$ cat src/rtl/decoder_scan_nto2n_if.sv
// Select bus between a display controller and the N-to-2^N scanning decoder.
// The controller drives en/mode/in; the decoder returns the registered select.
interface decoder_scan_nto2n_if #(
   parameter int N = 4
);
   logic            en;
   logic            mode;
   logic [N-1:0]    in;
   logic [2**N-1:0] bcode;
   logic [N-1:0]    idx;
   logic            tick;

   modport master (output en, mode, in, input bcode, idx, tick);
   modport slave  (input en, mode, in, output bcode, idx, tick);
endinterface

$ cat src/rtl/decoder_scan_nto2n.sv
// Registered N-to-2^N decoder with enable, selectable polarity and an auto-scan mode
// that steps the active select through 0..in once every PRESCALE clocks.
module decoder_scan_nto2n #(
   parameter int N          = 4,
   parameter int PRESCALE   = 4,
   parameter bit ACTIVE_LOW = 1'b0
) (
   input logic                 clk,
   input logic                 reset_n,
   decoder_scan_nto2n_if.slave bus
);

   localparam int W  = 2**N;
   localparam int CW = (PRESCALE > 1) ? $clog2(PRESCALE) : 1;

   typedef enum logic [1:0] {
      ST_IDLE   = 2'd0,
      ST_DIRECT = 2'd1,
      ST_SCAN   = 2'd2
   } state_e;

   state_e          state_q, state_d;
   logic [N-1:0]    idx_q, idx_d;
   logic [CW-1:0]   cnt_q, cnt_d;
   logic            tick_q, tick_d;
   logic [W-1:0]    bcode_q, bcode_d;

   // Select pattern for one index; an idle decoder drives every bit inactive.
   function automatic logic [W-1:0] select_pattern(input logic [N-1:0] sel,
                                                   input logic         active);
      logic [W-1:0] oh;
      if (active) begin
         oh = {{(W-1){1'b0}}, 1'b1} << sel;
      end else begin
         oh = {W{1'b0}};
      end
      if (ACTIVE_LOW) begin
         return ~oh;
      end else begin
         return oh;
      end
   endfunction

   // State register.
   always_ff @(posedge clk or negedge reset_n) begin
      if (!reset_n) begin
         state_q <= ST_IDLE;
      end else begin
         state_q <= state_d;
      end
   end

   // Next state depends only on en/mode, re-evaluated every edge.
   always_comb begin
      state_d = ST_IDLE;
      if (!bus.en) begin
         state_d = ST_IDLE;
      end else if (bus.mode) begin
         state_d = ST_SCAN;
      end else begin
         state_d = ST_DIRECT;
      end
   end

   // Output/datapath next values; scan entry always restarts at index 0.
   always_comb begin
      idx_d  = idx_q;
      cnt_d  = cnt_q;
      tick_d = 1'b0;
      case (state_d)
         ST_IDLE: begin
            idx_d = '0;
            cnt_d = '0;
         end
         ST_DIRECT: begin
            idx_d = bus.in;
            cnt_d = '0;
         end
         ST_SCAN: begin
            if (state_q != ST_SCAN) begin
               idx_d = '0;
               cnt_d = '0;
            end else if (cnt_q == CW'(PRESCALE - 1)) begin
               // in is sampled only here, so a shrunk range wraps instead of overrunning.
               cnt_d  = '0;
               tick_d = 1'b1;
               if (idx_q >= bus.in) begin
                  idx_d = '0;
               end else begin
                  idx_d = idx_q + N'(1);
               end
            end else begin
               cnt_d = cnt_q + CW'(1);
            end
         end
         default: begin
            idx_d = '0;
            cnt_d = '0;
         end
      endcase
      bcode_d = select_pattern(idx_d, state_d != ST_IDLE);
   end

   // Output and prescaler registers.
   always_ff @(posedge clk or negedge reset_n) begin
      if (!reset_n) begin
         idx_q   <= '0;
         cnt_q   <= '0;
         tick_q  <= 1'b0;
         bcode_q <= select_pattern('0, 1'b0);
      end else begin
         idx_q   <= idx_d;
         cnt_q   <= cnt_d;
         tick_q  <= tick_d;
         bcode_q <= bcode_d;
      end
   end

   assign bus.bcode = bcode_q;
   assign bus.idx   = idx_q;
   assign bus.tick  = tick_q;

endmodule

$ cat src/flat_wrapper.sv
// flat-port wrapper written by rule: the top's interface ports become plain ports
module decoder_scan_nto2n_flat 
#(
   parameter int N          = 4,
   parameter int PRESCALE   = 4,
   parameter bit ACTIVE_LOW = 1'b0
)
  (clk, reset_n, bus_en, bus_mode, bus_in, bus_bcode, bus_idx, bus_tick);
  decoder_scan_nto2n_if #(.N(N)) bus_i ();
  input logic clk;
  input logic reset_n;
  input wire logic [$bits(bus_i.en)-1:0] bus_en;
  input wire logic [$bits(bus_i.mode)-1:0] bus_mode;
  input wire logic [$bits(bus_i.in)-1:0] bus_in;
  output wire logic [$bits(bus_i.bcode)-1:0] bus_bcode;
  output wire logic [$bits(bus_i.idx)-1:0] bus_idx;
  output wire logic [$bits(bus_i.tick)-1:0] bus_tick;
  assign bus_i.en = bus_en;
  assign bus_i.mode = bus_mode;
  assign bus_i.in = bus_in;
  assign bus_bcode = bus_i.bcode;
  assign bus_idx = bus_i.idx;
  assign bus_tick = bus_i.tick;
  decoder_scan_nto2n #(.N(N), .PRESCALE(PRESCALE), .ACTIVE_LOW(ACTIVE_LOW)) u_core (.clk(clk), .reset_n(reset_n), .bus(bus_i));
endmodule
$ cat config.mk
export PLATFORM = sky130hd
export DESIGN_NAME = decoder_scan_nto2n_flat
export DESIGN_NICKNAME = d
export VERILOG_FILES = /design/src/rtl/decoder_scan_nto2n_if.sv /design/src/rtl/decoder_scan_nto2n.sv /design/src/flat_wrapper.sv
export SDC_FILE = /design/constraint.sdc
export NUM_CORES = 1
export LEC_CHECK = 0
export CAP_MARGIN = 30
export CORE_ASPECT_RATIO = 1.4
export CORE_MARGIN = 3
export CORE_UTILIZATION = 54
export CTS_CLUSTER_SIZE = 24
export DETAILED_ROUTE_END_ITERATION = 16
export DONT_BUFFER_PORTS = 1
export GPL_TIMING_DRIVEN = 0
export PLACE_DENSITY = 0.72
export SLEW_MARGIN = 30
export SYNTH_ARGS = -nofsm -noshare
export SYNTH_HDL_FRONTEND = slang
export SYNTH_SLANG_ARGS = --single-unit
$ cat constraint.sdc
create_clock -name clk -period 2.1 [get_ports clk]
set_clock_uncertainty 0.1 [all_clocks]
set_input_delay 0.21 -clock clk [delete_from_list [all_inputs] [get_ports clk]]
set_output_delay 0.21 -clock clk [all_outputs]
set_load 0.05 [all_outputs]
== After elaboration in Yosys (flattened, before gate mapping) ==
Index checks and enable logic that the tools add are counted.
Storage, ports and cells
  register bits after elaboration: 25
  input bits: 8
  output and inout port bits: 21
Operators by class
  add/subtract/negate cells: 2
  magnitude comparators: 1
  equal/unequal tests: 4
  shift-type cells: 1
  muxes and demuxes: 13
  reductions and logical operators: 1
Operator list (number)
  $mux W16: 1
  $shl A1 B4 Y16 const A: 1
  $mux W4: 3
  $mux W2: 5
  $pmux W4 S2: 1
  $add A4 B1 Y4 const B: 1
  $eq A2 B2 Y1 const B: 2
  $ge A4 B4 Y1: 1
  $mux W1: 3
  $add A2 B1 Y2 const B: 1
  $eq A2 B1 Y1 const B: 1
  $ne A2 B2 Y1 const B: 1
  $reduce_bool A2 Y1: 1

== Logic depth before layout (Yosys ltp) ==
  word-level depth: 7
  gate-level depth with buffers: 9
  depth with buffers taken out: 8

== Worst setup path before layout ==
Ideal clock, no wire load.
  path kind: register -> register
  start point: register u_core.idx_q[0] (netlist: u_core.bus.idx[0])
  end point: register u_core.bcode_q[5] (netlist: u_core.bus.bcode[5])
  data arrival time: 2.268 ns
  data required time: 1.905 ns
  path slack: -0.364 ns
  cell stages (with the launch flop): 9
  period minus slack after synthesis: 2.464 ns
  path through: dfrtp_1 inv_1 ha_1 nor2b_1 nor2_1 or4_1 and2_1 buf_6 nor4_4
On the way
  word-level cells in the longest chain between the ends: 7
  elaborated cells on any way between the ends: 8
  classes of those cells: add/sub: 1; order compare: 1; shift: 1; mux: 5
RTL lines
  start: declaration: line decoder_scan_nto2n.sv:23  | logic [N-1:0] idx_q, idx_d;
  start signal: assignment: line decoder_scan_nto2n.sv:112  | idx_q <= idx_d;
  $add A4 B1 Y4 or $ge A4 B4 Y1 (tied branches): line decoder_scan_nto2n.sv:90, decoder_scan_nto2n.sv:87
  $mux W4: line decoder_scan_nto2n.sv:87  | if (idx_q >= bus.in) begin
  $mux W4 *: line decoder_scan_nto2n.sv:83  | end else if (cnt_q == CW'(PRESCALE - 1)) begin
  $mux W4 *: line decoder_scan_nto2n.sv:80  | if (state_q != ST_SCAN) begin
  $pmux W4 S2 *: line decoder_scan_nto2n.sv:70  | case (state_d)
  $shl A1 B4 Y16 *: line decoder_scan_nto2n.sv:33  | oh = {{(W-1){1'b0}}, 1'b1} << sel;
  $mux W16 *: line decoder_scan_nto2n.sv:32  | if (active) begin
  named net u_core.bcode_d[5]: line decoder_scan_nto2n.sv:26  | logic [W-1:0] bcode_q, bcode_d;
  end signal: assignment: line decoder_scan_nto2n.sv:110  | bcode_q <= select_pattern('0, 1'b0);
  end signal: assignment: line decoder_scan_nto2n.sv:115  | bcode_q <= bcode_d;
  end: declaration: line decoder_scan_nto2n.sv:26
Mark *: on every way through the listed nets, which the timed path passes. The rest lies on a longest branch.

== Worst setup path in the final report ==
  start point: register u_core.idx_q[3] (netlist: u_core.bus.idx[3])
  end point: register u_core.bcode_q[1] (netlist: u_core.bus.bcode[1])
On the way
  word-level cells in the longest chain between the ends: 7
  elaborated cells on any way between the ends: 8
  classes of those cells: add/sub: 1; order compare: 1; shift: 1; mux: 5
RTL lines (line)
  $ge A4 B4 Y1: decoder_scan_nto2n.sv:87
  $mux W4: decoder_scan_nto2n.sv:87
  $mux W4: decoder_scan_nto2n.sv:83
  $mux W4: decoder_scan_nto2n.sv:80
  $pmux W4 S2: decoder_scan_nto2n.sv:70
  named net u_core.idx_d[0]: decoder_scan_nto2n.sv:23
  $shl A1 B4 Y16: decoder_scan_nto2n.sv:33
  $mux W16: decoder_scan_nto2n.sv:32
  named net u_core.bcode_d[1]: decoder_scan_nto2n.sv:26
The timed path passes the listed nets, and every way through them passes these cells.

==> results.json <==
{
  "timing.critical_path.required_ns": 2.25,
  "sink_count_of_the_clock_tree": 25,
  "wl_mm": 2.38,
  "number_of_antenna_violations_at_the_first_check_in_global_routing": 0,
  "critical_path_peak_fanout": 6,
  "worst_hold_slack_ns": 0.00266,
  "wl_per_cell_um": 17.4,
  "yosysWarningCount": 0,
  "clock_insertion_delay_at_the_later_pin_of_the_skew_report_ns": 0.30,
  "synth-async-reset-ratio": 1.00,
  "post_synth_simple_gate_area": 0.239,
  "synth_nets": 115,
  "most_common_library_cell_in_the_layout_ignoring_fill_and_taps": "sky130_fd_sc_hd__dfrtp_1",
  "drt_iter0_markers": 12,
  "syn_avg_cell_area_um2": 11.4,
  "arrival_ns": 2.42,
  "die_y_um": 60.6,
  "via_count": 809,
  "place_area_um2": 1220,
  "regToRegEndpoint": "u_core.bus.bcode[1]$_DFF_PN0_",
  "failed_checks": "setup timing",
  "grtUsageTotal": 0.183,
  "residual_drc": 0,
  "worst-slew-pin-transition_ns": 0.561,
  "clk_transition_reported_paths_ns": 0.14,
  "numPortBuffers": 0,
  "vias_per_cell": 5.91,
  "cts_htree_levels": 1,
  "multi_input_comb_area_um2": 609,
  "synth_seq_cells": 25,
  "synth_edf_count": 0,
  "worst_r2r_startpoint": "u_core.bus.idx[3]$_DFF_PN0_",
  "synth_xor_area_frac": 0.0229,
  "synth_fa_ha_area_frac": 0.0653,
  "design.portCount": 29,
  "grt_first_pass_wirelength_mm": 3.66,
  "cellLeakagePower_nw": 0.656,
  "slew_violations": 0,
  "cts-root-to-sink-buffers": 2,
  "yosys_most_used_dff": "sky130_fd_sc_hd__dfrtp_1",
  "die_outline_area_um2": 2730,
  "fillCellCount": 148,
  "sequential_cell_area_um2": 638,
  "syn_inst": 101,
  "grt_pass1_vias": 788,
  "power_w": 0.000846,
  "max_cap_viol_count": 0,
  "tritoncts": "built",
  "max_freq_ghz": 0.441,
  "grt_max_degree": 26,
  "critPathKind": "flop to flop",
  "yosysUniqueCellTypes": 33,
  "grt_setup_unrepaired": "true",
  "final_antenna_net_count": 0,
  "post_synth_instance_area_um2": 1150,
  "detail_route.first_pass.iterations": 4,
  "synthToLayoutAreaGrowth_pct": 25.7,
  "ctsRootBufferMaster": "sky130_fd_sc_hd__clkbuf_4",
  "max-slew-margin-rel": 0.622,
  "power_per_cell_area_nw_per_um2": 585,
  "regToRegSetupSlack_ns": -0.17,
  "end_kind": "flop",
  "tritoncts.num_buffers": 3,
  "post_synthesis_cell_type_with_the_largest_combined_area": "sky130_fd_sc_hd__dfrtp_1",
  "core_region_area_um2": 2000,
  "hold_path_startpoint": "bus_in[2]",
  "ys_seq_area_frac": 0.544,
  "layout-drive-gt1-share": 0.379,
  "hpwl_mm": 1.61,
  "diodes": 0,
  "final.setup.worst_slack_ns": -0.170,
  "timing.final.hold_violations": 0,
  "run_status": "finished, violations left",
  "hold_depth": 2,
  "startpoint_types": "flop",
  "setup_viol": 17,
  "global_route.overflow_total": 0,
  "fp-row-count": 19,
  "layout.cell_area.non_filler_um2": 1450,
  "layout_common_cells": "sky130_fd_sc_hd__dfrtp_1, sky130_fd_sc_hd__nand2_1, sky130_fd_sc_hd__nor3_1",
  "combinational_family_with_the_most_area_after_synthesis": "simple AND/OR/NAND/NOR gates",
  "hold_path_class": "primary input to flop",
  "min_period_over_period": 1.08,
  "synth_compound_gate_area_share": 0.0871,
  "synthTopCellsByArea": "sky130_fd_sc_hd__dfrtp_1, sky130_fd_sc_hd__ha_1, sky130_fd_sc_hd__nor3_1, sky130_fd_sc_hd__nand2_1, sky130_fd_sc_hd__xor2_1",
  "yosys.area.top_type_share": 0.544,
  "worst_r2r_path_depth": 8,
  "hold_path_end": "u_core.bus.idx[2]$_DFF_PN0_",
  "gp_routability_congestion": 0.793,
  "post_synth_mux_area_share": 0,
  "die_width_um": 45,
  "initial_utilization": 0.576,
  "nNetsFinal": 131,
  "post_layout_minimum_cycle_time_ns": 2.27,
  "vdd.ir_drop.worst_mv": 0.500
}
==> through the flow <==
| stage | setup TNS [ns] | setup slack (ns) | instances | util |
|---|---|---|---|---|
| floorplan | -0.324 | -0.0478 | 101 | - |
| global placement | -2.03 | -0.154 | 122 | 0.613 |
| detailed placement | -2.37 | -0.190 | 122 | 0.613 |
| CTS | -2.63 | -0.183 | 133 | 0.679 |
| global route | -3.35 | -0.235 | 137 | 0.724 |
| finish | -2.34 | -0.170 | 137 | 0.724 |
==> per-layer routing <==
metal  up-vias  global-route usage  share of wire
li1        395                   -              -
met1       386               0.218           0.39
met2        24               0.312           0.54
met3         4              0.0386          0.045
met4         0              0.0795          0.018
met5         -                   0              0
==> registers in the layout (all words and copies together), names as in the netlist <==
register	count
u_core.bus.idx	4
u_core.bus.tick	1
u_core.bus.bcode	16
u_core.state_q	2
u_core.cnt_q	2
==> power breakdown <==
part           switching [W]  internal, W  leakage, nW
clock               0.000134    0.0000739       0.0150
combinational      0.0000585    0.0000472        0.305
sequential         0.0000395     0.000493        0.336
==> critical path: stages (launching register included) <==
cell and delay, ns:
sky130_fd_sc_hd__dfrtp_4 0.62, sky130_fd_sc_hd__ha_4 0.30, sky130_fd_sc_hd__a21oi_4 0.17, sky130_fd_sc_hd__nand2_1 0.09
sky130_fd_sc_hd__or4_1 0.40, sky130_fd_sc_hd__and2_4 0.18, sky130_fd_sc_hd__buf_8 0.14, sky130_fd_sc_hd__inv_8 0.06
sky130_fd_sc_hd__and3_1 0.15
==> cell usage after synthesis (all sizes together) (3+ instances only) <==
cell type  number
a21oi           3
and2            3
and3            4
dfrtp          25
ha              6
inv             7
nand2           7
nand3           4
nor2            4
nor3           12
xor2            3
==> cell type report <==
type	count	share of cell area
Sequential cell	25	0.442
Multi-Input combinational cell	67	0.422
Timing Repair Buffer	10	0.0554
Inverter	7	0.0268
Clock buffer	4	0.0182
Tap cell	21	0.0182
Buffer	2	0.0139
Timing Repair inverter	1	0.00433
==> worst max-delay path by stage <==
stage	end	cells after the start	start
global route	u_core.bus.bcode[1]$_DFF_PN0_	8	u_core.bus.idx[3]$_DFF_PN0_
CTS	u_core.bus.bcode[1]$_DFF_PN0_	9	u_core.bus.idx[0]$_DFF_PN0_
detailed placement	u_core.bus.bcode[1]$_DFF_PN0_	9	u_core.bus.idx[0]$_DFF_PN0_
global placement	u_core.bus.bcode[1]$_DFF_PN0_	9	u_core.bus.idx[0]$_DFF_PN0_
finish	u_core.bus.bcode[1]$_DFF_PN0_	8	u_core.bus.idx[3]$_DFF_PN0_
floorplan	u_core.bus.bcode[0]$_DFF_PN0_	8	u_core.bus.idx[0]$_DFF_PN0_
==> kinds of logic after synthesis <==
| group | after synthesis |
|---|---|
| buffers and inverters | 9 |
| xor gates and xnor gates | 3 |
| AOI/OAI and AO/OA | 14 |
| and+or+nand+nor | 44 |
| adders and majority gates | 6 |
| DFF | 25 |
==> what timing repair did <==
item                       4_1_cts  5_1_grt
pin swaps                        0        5
resized for setup               11       13
cloned                           2        0
hold endpoints to repair        28       25
buffers inserted                 1        3
hold buffers                     4        1
setup endpoints to repair       17       18
Note: power is estimated with default switching activity, not from simulation.
